===== config.mk =====
export PLATFORM = sky130hd
export DESIGN_NAME = uart_rx_ctrl_flat
export DESIGN_NICKNAME = d
export VERILOG_FILES = /design/src/rtl/uart_rx_ctrl_if.sv /design/src/rtl/uart_rx_ctrl.sv /design/src/flat_wrapper.sv
export SDC_FILE = /design/constraint.sdc
export NUM_CORES = 1
export LEC_CHECK = 0
export ABC_AREA = 1
export BUFFER_PORTS_ARGS = -buffer_cell sky130_fd_sc_hd__buf_2
export CAP_MARGIN = 0
export CORE_MARGIN = 10
export CORE_UTILIZATION = 35
export CTS_BUF_LIST = sky130_fd_sc_hd__clkbuf_8
export DETAILED_ROUTE_END_ITERATION = 8
export PLACE_DENSITY = 0.57
export SYNTH_ARGS = -nofsm -noshare
export SYNTH_HDL_FRONTEND = slang
export SYNTH_SLANG_ARGS = --single-unit

===== constraint.sdc =====
create_clock -name ref_clk -period 2.6 [get_ports ref_clk]
set_clock_uncertainty 0.15 [all_clocks]
set_input_delay 0.39 -clock ref_clk [delete_from_list [all_inputs] [get_ports ref_clk]]
set_output_delay 0.39 -clock ref_clk [all_outputs]
set_load 0.005 [all_outputs]

===== src/rtl/uart_rx_ctrl_if.sv =====
// Read-side FIFO bus of the UART receive controller.
// The controller drives data, valid and occupancy, and the consumer drives rd_ack.
interface uart_rx_ctrl_if #(
    parameter int unsigned AW = 3
) ();
    logic          rd_valid;
    logic [7:0]    rd_data;
    logic          rd_ack;
    logic [AW:0]   count;

    // Controller side: produces bytes.
    modport master (
        output rd_valid,
        output rd_data,
        output count,
        input  rd_ack
    );

    // Consumer side: pops bytes.
    modport slave (
        input  rd_valid,
        input  rd_data,
        input  count,
        output rd_ack
    );
endinterface


===== src/rtl/uart_rx_ctrl.sv =====
// UART receive controller.
// Holds uart_rx in reset after (re)start and captures each rising rx_ready into a
// show-ahead FIFO. Tracks FIFO overrun and pulses idle at the end of a receive burst.
module uart_rx_ctrl #(
    parameter int unsigned AW        = 3,
    parameter int unsigned HoldTicks = 16,
    parameter int unsigned IdleTicks = 80
) (
    input  logic                 ref_clk,
    input  logic                 reset,
    input  logic                 samp_clk,
    input  logic                 en,
    input  logic                 flush,
    input  logic                 clr_status,
    input  logic                 rx_ready,
    input  logic [7:0]           rx_data,
    output logic                 rx_reset,
    output logic                 overrun,
    output logic                 idle,
    uart_rx_ctrl_if.master       rd
);
    localparam int unsigned Depth = 1 << AW;
    localparam int unsigned HCW   = $clog2(HoldTicks + 1);
    localparam int unsigned ICW   = $clog2(IdleTicks + 1);
    localparam logic [AW:0] FullCnt = (AW+1)'(Depth);

    typedef enum logic [1:0] {StHold, StRun, StOff} state_e;

    state_e           state_q, state_d;
    logic [HCW-1:0]   hold_cnt_q, hold_cnt_d;
    logic             rx_reset_q, rx_reset_d;
    logic             rdy_q, rdy_d;
    logic [AW-1:0]    wr_ptr_q, wr_ptr_d;
    logic [AW-1:0]    rd_ptr_q, rd_ptr_d;
    logic [AW:0]      cnt_q, cnt_d;
    logic             overrun_q, overrun_d;
    logic [ICW-1:0]   idle_cnt_q, idle_cnt_d;
    logic             armed_q, armed_d;
    logic             idle_q, idle_d;
    logic [7:0]       mem_q [Depth];

    logic in_run, capture, pop, full, do_push, ovr_set, fire;

    // Start-up sequencing: hold uart_rx in reset for HoldTicks strobes, then run.
    always_comb begin
        state_d    = state_q;
        hold_cnt_d = hold_cnt_q;
        unique case (state_q)
            StHold: begin
                if (samp_clk) begin
                    hold_cnt_d = hold_cnt_q + HCW'(1);
                    if (hold_cnt_q == HCW'(HoldTicks - 1)) begin
                        hold_cnt_d = '0;
                        state_d    = en ? StRun : StOff;
                    end
                end
            end
            StRun: begin
                if (!en) state_d = StOff;
            end
            StOff: begin
                hold_cnt_d = '0;
                if (en) state_d = StHold;
            end
            default: begin
                state_d    = StHold;
                hold_cnt_d = '0;
            end
        endcase
        // Registered from the next state so rx_reset lines up with state_q.
        rx_reset_d = (state_d != StRun);
    end

    // Capture detection and FIFO bookkeeping; flush wins over push and pop.
    always_comb begin
        in_run   = (state_q == StRun);
        rdy_d    = in_run ? rx_ready : 1'b0;
        capture  = in_run && rx_ready && !rdy_q;
        full     = (cnt_q == FullCnt);
        pop      = rd.rd_ack && (cnt_q != '0) && !flush;
        do_push  = capture && (!full || pop) && !flush;
        ovr_set  = capture && full && !pop && !flush;

        wr_ptr_d = wr_ptr_q;
        rd_ptr_d = rd_ptr_q;
        cnt_d    = cnt_q;
        if (flush) begin
            wr_ptr_d = '0;
            rd_ptr_d = '0;
            cnt_d    = '0;
        end else begin
            if (pop)     rd_ptr_d = rd_ptr_q + AW'(1);
            if (do_push) wr_ptr_d = wr_ptr_q + AW'(1);
            if (do_push && !pop)      cnt_d = cnt_q + (AW+1)'(1);
            else if (pop && !do_push) cnt_d = cnt_q - (AW+1)'(1);
        end

        overrun_d = overrun_q;
        if (ovr_set)         overrun_d = 1'b1;
        else if (clr_status) overrun_d = 1'b0;
    end

    // Idle detection: count quiet strobes after the last capture, fire once per burst.
    always_comb begin
        idle_cnt_d = idle_cnt_q;
        armed_d    = armed_q;
        fire       = 1'b0;
        if (!in_run) begin
            idle_cnt_d = '0;
            armed_d    = 1'b0;
        end else if (capture) begin
            idle_cnt_d = '0;
            armed_d    = 1'b1;
        end else begin
            fire = armed_q && (idle_cnt_q == ICW'(IdleTicks));
            if (fire) armed_d = 1'b0;
            if (samp_clk && (idle_cnt_q != ICW'(IdleTicks))) idle_cnt_d = idle_cnt_q + ICW'(1);
        end
        idle_d = fire;
    end

    // State and control registers.
    always_ff @(posedge ref_clk) begin
        if (reset) begin
            state_q    <= StHold;
            hold_cnt_q <= '0;
            rx_reset_q <= 1'b1;
            rdy_q      <= 1'b0;
            wr_ptr_q   <= '0;
            rd_ptr_q   <= '0;
            cnt_q      <= '0;
            overrun_q  <= 1'b0;
            idle_cnt_q <= '0;
            armed_q    <= 1'b0;
            idle_q     <= 1'b0;
        end else begin
            state_q    <= state_d;
            hold_cnt_q <= hold_cnt_d;
            rx_reset_q <= rx_reset_d;
            rdy_q      <= rdy_d;
            wr_ptr_q   <= wr_ptr_d;
            rd_ptr_q   <= rd_ptr_d;
            cnt_q      <= cnt_d;
            overrun_q  <= overrun_d;
            idle_cnt_q <= idle_cnt_d;
            armed_q    <= armed_d;
            idle_q     <= idle_d;
        end
    end

    // FIFO storage; contents need no reset since the pointers define validity.
    always_ff @(posedge ref_clk) begin
        if (do_push) mem_q[wr_ptr_q] <= rx_data;
    end

    assign rx_reset    = rx_reset_q;
    assign overrun     = overrun_q;
    assign idle        = idle_q;
    assign rd.rd_valid = (cnt_q != '0);
    assign rd.rd_data  = mem_q[rd_ptr_q];
    assign rd.count    = cnt_q;
endmodule


===== src/flat_wrapper.sv =====
// flat-port wrapper written by rule: the top's interface ports become plain ports
module uart_rx_ctrl_flat 
#(
    parameter int unsigned AW        = 3,
    parameter int unsigned HoldTicks = 16,
    parameter int unsigned IdleTicks = 80
)
  (ref_clk, reset, samp_clk, en, flush, clr_status, rx_ready, rx_data, rx_reset, overrun, idle, rd_rd_valid, rd_rd_data, rd_count, rd_rd_ack);
  uart_rx_ctrl_if #(.AW(AW)) rd_i ();
  input  logic ref_clk;
  input  logic reset;
  input  logic samp_clk;
  input  logic en;
  input  logic flush;
  input  logic clr_status;
  input  logic rx_ready;
  input  logic [7:0] rx_data;
  output logic rx_reset;
  output logic overrun;
  output logic idle;
  output wire logic [$bits(rd_i.rd_valid)-1:0] rd_rd_valid;
  output wire logic [$bits(rd_i.rd_data)-1:0] rd_rd_data;
  output wire logic [$bits(rd_i.count)-1:0] rd_count;
  input wire logic [$bits(rd_i.rd_ack)-1:0] rd_rd_ack;
  assign rd_rd_valid = rd_i.rd_valid;
  assign rd_rd_data = rd_i.rd_data;
  assign rd_count = rd_i.count;
  assign rd_i.rd_ack = rd_rd_ack;
  uart_rx_ctrl #(.AW(AW), .HoldTicks(HoldTicks), .IdleTicks(IdleTicks)) u_core (.ref_clk(ref_clk), .reset(reset), .samp_clk(samp_clk), .en(en), .flush(flush), .clr_status(clr_status), .rx_ready(rx_ready), .rx_data(rx_data), .rx_reset(rx_reset), .overrun(overrun), .idle(idle), .rd(rd_i));
endmodule

**After elaboration in Yosys (flattened, before gate mapping)**

Memory sizes are Yosys's and may differ from the RTL's. A register that Yosys moved wholly into a read port is not among the register bits.
Cells that the tools add are included.

- Register bits after elaboration: 29
- Bits in writable memories: 64
- Input bits: 16
- Output and inout bits: 16
- Logic and storage cells: 74
- Memories kept: 1

Memories:

| name | words | width | read ports | clocked after Yosys merged registers in | write ports | line | text |
|---|---|---|---|---|---|---|---|
| u_core.mem_q | 8 | 8 | 1 | 1 | 1 | uart_rx_ctrl.sv:40 | `logic [7:0] mem_q [Depth];` |

- $add $sub $neg: 6
- Eq/ne operators: 8
- Multiplexer cells: 19
- Bitwise gates (word level): 1
- Reductions and logical operators: 28

Operators with widths:

| operator | number |
|---|---|
| 1-bit logical AND | 13 |
| 2-bit two-way mux | 5 |
| 5-bit two-way mux | 2 |
| 5-bit one-hot mux with 2 select lines | 1 |
| 4-bit two-way mux | 2 |
| 7-bit by 1-bit adder with 7-bit output (second input constant) | 1 |
| 7-bit == test (second input constant) | 1 |
| 7-bit != test (second input constant) | 1 |
| 3-bit by 1-bit adder with 3-bit output (second input constant) | 2 |
| 1-bit two-way mux | 6 |
| 3-bit two-way mux | 2 |
| 2-bit one-hot mux with 3 select lines | 1 |
| 2-bit nonzero test | 3 |
| 5-bit by 1-bit adder with 5-bit output (second input constant) | 1 |
| 5-bit by 4-bit == test with 1-bit output (second input constant) | 1 |
| 1-bit logical NOT | 5 |
| 4-bit by 1-bit adder with 4-bit output (second input constant) | 1 |
| 4-bit == test (second input constant) | 1 |
| 4-bit nonzero test | 1 |
| 2-bit OR reduction | 2 |
| 4-bit by 1-bit subtractor with 4-bit output (second input constant) | 1 |
| 3-bit OR reduction | 1 |
| 2-bit by 1-bit == test with 1-bit output (second input constant) | 1 |
| 2-bit == test (second input constant) | 1 |
| 6 further kinds | 6 |

**Longest topological paths before layout**

- Depth after elaboration: 10
- Mapped depth: 16
- Depth with buffers taken out: 16

**Least setup slack after synthesis**

No wires, ideal clock.

- Path type: input -> register
- Start point: input port rx_ready
- End point: register u_core.cnt_q[3], in the netlist u_core.rd.count[3]
- Arrival: 1,939 ps
- Required time: 2,380 ps
- Setup slack: 441 ps
- Cell stages on the path: 16
- Path through: inv_1 > nor2_1 > nand2_2 > nor2_4 > nand2_2 > inv_1 > ha_1 > inv_1 > ha_1 > nand2_1 > nand2_1 > nor2_1 > nand2_1 > nand2_1 > nand2_1 > a21oi_1

- Word-level cells in the longest chain between the ends: 7
- Elaborated cells between the ends (all ways): 9

RTL lines:

| what | line | text |
|---|---|---|
| start: declaration | flat_wrapper.sv:16 | `input logic rx_ready;` |
| 1-bit logical AND * (2 in series) | uart_rx_ctrl.sv:78 | `capture = in_run && rx_ready && !rdy_q;` |
| 1-bit logical AND * (2 in series) | uart_rx_ctrl.sv:81 | `do_push = capture && (!full \|\| pop) && !flush;` |
| net u_core.do_push | uart_rx_ctrl.sv:42 | `logic in_run, capture, pop, full, do_push, ovr_set, fire;` |
| 1-bit logical NOT | uart_rx_ctrl.sv:95 | `else if (pop && !do_push) cnt_d = cnt_q - (AW+1)'(1);` |
| 1-bit logical AND | uart_rx_ctrl.sv:95 |  |
| 2-bit nonzero test (no source line) | - |  |
| end signal: assignment | uart_rx_ctrl.sv:143 | `cnt_q <= cnt_d;` |
| end: declaration | uart_rx_ctrl.sv:35 | `logic [AW:0] cnt_q, cnt_d;` |

The timed path passes the listed nets; every way through them passes the cells marked *.
A chain may end at the register's enable or synchronous reset.

**Worst setup path in the final report**

- Start point: register u_core.state_q[0]
- End point: register u_core.cnt_q[3], in the netlist u_core.rd.count[3]

- Word-level cells in the longest chain between the ends: 8
- Elaborated cells between the ends (all ways): 10

RTL lines:

| what | line | text |
|---|---|---|
| start: declaration | uart_rx_ctrl.sv:29 | `state_e state_q, state_d;` |
| start signal: assignment | uart_rx_ctrl.sv:125 | `state_q <= StHold;` |
| start signal: assignment | uart_rx_ctrl.sv:137 | `state_q <= state_d;` |
| 2-bit by 1-bit == test with 1-bit output * | uart_rx_ctrl.sv:76 | `in_run = (state_q == StRun);` |
| 1-bit logical AND * (2 in series) | uart_rx_ctrl.sv:78 |  |
| 1-bit logical AND * (2 in series) | uart_rx_ctrl.sv:81 |  |
| net u_core.do_push | uart_rx_ctrl.sv:42 |  |
| 1-bit logical NOT | uart_rx_ctrl.sv:95 |  |
| 1-bit logical AND | uart_rx_ctrl.sv:95 |  |
| 2-bit nonzero test (no source line) | - |  |

Marked as above.

==> flow_summary.toml <==
[cts]
post_cts_resized = 0
clk_pin_slew_ps = 100
cts.sinks = 96
ctsHoldBuffers = 0
clk_latency_ps = 370
cts_buffers = 9
cts_htree_levels = 3
clock_tree.buffer_depth = 2
cts_tree = "built"
post_cts_buffers = 0
cts-root-buf = "clkbuf_8"

[floorplan]
dieArea_sq_um = 16200
rows = 39
io_pins = 32
die_w_microns = 127
start_util = 0.356
die_h_microns = 127
core_sq_um = 11300

[timing]
timing.setup.tns_ps = 0
max_slew_margin = 0.722
worst_pin_slew_ps = 416
hold_viol = 0
fmax_ghz = 0.429
timing.final.max_slew_violations = 0
fin_crit_ps = 2330
rsz0062_at_grt = "false"
fin_crit_sh = 0.897
setup_violations = 0

[setup_path]
cp_top_family = "simple AND/OR/NAND/NOR gates"
crit_type = "flip-flop to flip-flop"
crit_slowest_cell = "dfxtp_1"
required_ps = 2760
slowest_delay_ps = 380
startpoint = "u_core.state_q[0]$_SDFF_PP0_"
critPathLaunchType = "flip-flop"
critPathMaxFanout = 4
arrival_ps = 2490
r2r_start = "u_core.state_q[0]$_SDFF_PP0_"
cp-end-kind = "flip-flop"
crit_chain = "inv_2 -> nor2_2 -> nand2_2 -> nor2_4 -> nand2_2 -> inv_1 -> ha_1 -> inv_1 -> ha_1 -> nand2_1 -> nand2_1 -> nor2_1 -> nand2_1 -> nand2_1 -> nand2_1 -> a21oi_1"
crit_top_cell = "nand2_1"
critPathBufInv = 3

[global_routing]
grt_max_degree = 33
grt.overflow.total = 0
grt_pass1_wl_mm = 13.6
antenna_found_initial = 0
grt_pass1_vias = 2799
grt_use_total = 0.105

[detailed_routing]
vias = 2890
wl_per_cell_microns = 13.7
drt_iter0_markers = 143
vias_per_cell = 4.75
wirelength_mm = 8.31
drc = 0
first_pass_iters = 5
ant_nets = 0

[finish]
regArea_sq_um = 2560
fillers = 1133
utilization = 0.407
multi_input_area_sq_um = 1310
final_cells = 608
area_growth_pct = 14.5
drive_above_1_share = 0.144
n_antenna_cell = 0
layout_common_cells = "nor2_1, nand2_1, edfxtp_1"
nNetsFinal = 485
final_common_cell = "nor2_1"

[synthesis]
syn_nets = 439
syn_area_sq_um = 4030
synth.avg_cell_area_sq_um = 9.73
synthCells = 414
ys_seq_elements = 96
yosysUniqueCellTypes = 25
yosysSeqAreaShare = 0.636
ys_warn_count = 0

[power]
ir_worst_vdd_mv = 0.361
cellLeakagePower_nw = 1.75
p_per_area_nw_per_um2 = 561
fin_total_pwr_w = 0.00259

[worst_hold_path]
hp-class = "input pin to flip-flop"
min-delay-start = "rx_ready"

[job]
maxCapViolCount = 0

[run_status]
status = "finished clean"

[placed_design]
port-buffer-count = 31
place_congestion = 0.796
dp_cells = 592
dp_hpwl_mm = 5.56
routing by layer:
layer | share of wire | global-route usage | vias to the layer above
met5 | 0 | 0 | -
met4 | 0.012 | 0.0335 | 0
li1 | - | - | 1476
met3 | 0.038 | 0.0331 | 11
met2 | 0.47 | 0.170 | 42
met1 | 0.48 | 0.131 | 1361
synth_stat cells:
library cell,n,area [sq um]
ha_1,8,100
fa_1,1,20.0
nor2_1,86,323
nand2b_1,1,6.26
nand4_1,2,12.5
xor2_1,5,43.8
nor3_1,1,5.00
buf_1,2,7.51
nand3_1,14,70.1
clkbuf_1,6,22.5
nor2_2,1,6.26
dfxtp_1,32,641
xnor2_1,2,17.5
o21ai_1,4,20.0
inv_1,31,116
or2_4,1,8.76
nand2_2,2,12.5
nor3b_1,1,7.51
buf_2,2,10.0
edfxtp_1,64,1920
nor2_4,1,11.3
o21ai_0,54,270
a21oi_1,20,100
nand2_1,72,270
inv_2,1,3.75
sequential cells by signal, summed over array words and instances (netlist names), 2 cells and up, named ones only:
register / count
u_core.hold_cnt_q: 5
u_core.state_q: 2
u_core.rd_ptr_q: 3
u_core.idle_cnt_q: 7
u_core.mem_q: 64
u_core.wr_ptr_q: 3
u_core.rd.count: 4
worst reg2reg max path, delay by kind of cell (launching register included):
family                     cells  cell delay [ps]
DFF                            1              380
adders and majority gates      2              580
AOI/OAI and AO/OA              1              100
and+or+nand+nor               10              790
buffers and inverters          3              280
metrics by stage:
step                hold slack [ps]  area [sq um]  worst slack, ps
floorplan                       267          4030              441
global placement                279          4430              255
detailed placement              276          4430              173
CTS                            77.2          4610              258
global route                    106          4610             3.87
finish                         96.1          4610              267
layout make-up:
class	instances	area share
clock buffer	9	0.0269
clock inverter	7	0.0133
inverter	32	0.0260
multi-input combinational	276	0.283
sequential	96	0.556
tap	143	0.0388
timing repair buffer	45	0.0564
cell families after synthesis:
group / share of synthesized area
and+or+nand+nor: 0.182
xor gates and xnor gates: 0.0152
adders and majority gates: 0.0298
AOI/OAI and AO/OA: 0.0969
buffers and inverters: 0.0398
DFF: 0.636
power by group:
part | internal [W] | switching, W | leakage (nW)
clock network | 0.000364 | 0.000547 | 0.0884
registers | 0.00162 | 0.00000248 | 0.833
logic | 0.0000149 | 0.0000320 | 0.824
total | 0.00200 | 0.000581 | 1.75
worst paths after layout:
kind                                       endpoint  slack (ps)  cells past startpoint
setup / recovery    u_core.rd.count[3]$_SDFFE_PP0P_         270                     16
hold / removal              u_core.rdy_q$_SDFF_PP0_         100                      3
setup reg to reg    u_core.rd.count[3]$_SDFFE_PP0P_         270                     16
hold reg to reg   u_core.hold_cnt_q[4]$_SDFFE_PP0P_         300                      2
Note: power is estimated with default switching activity, not from simulation.
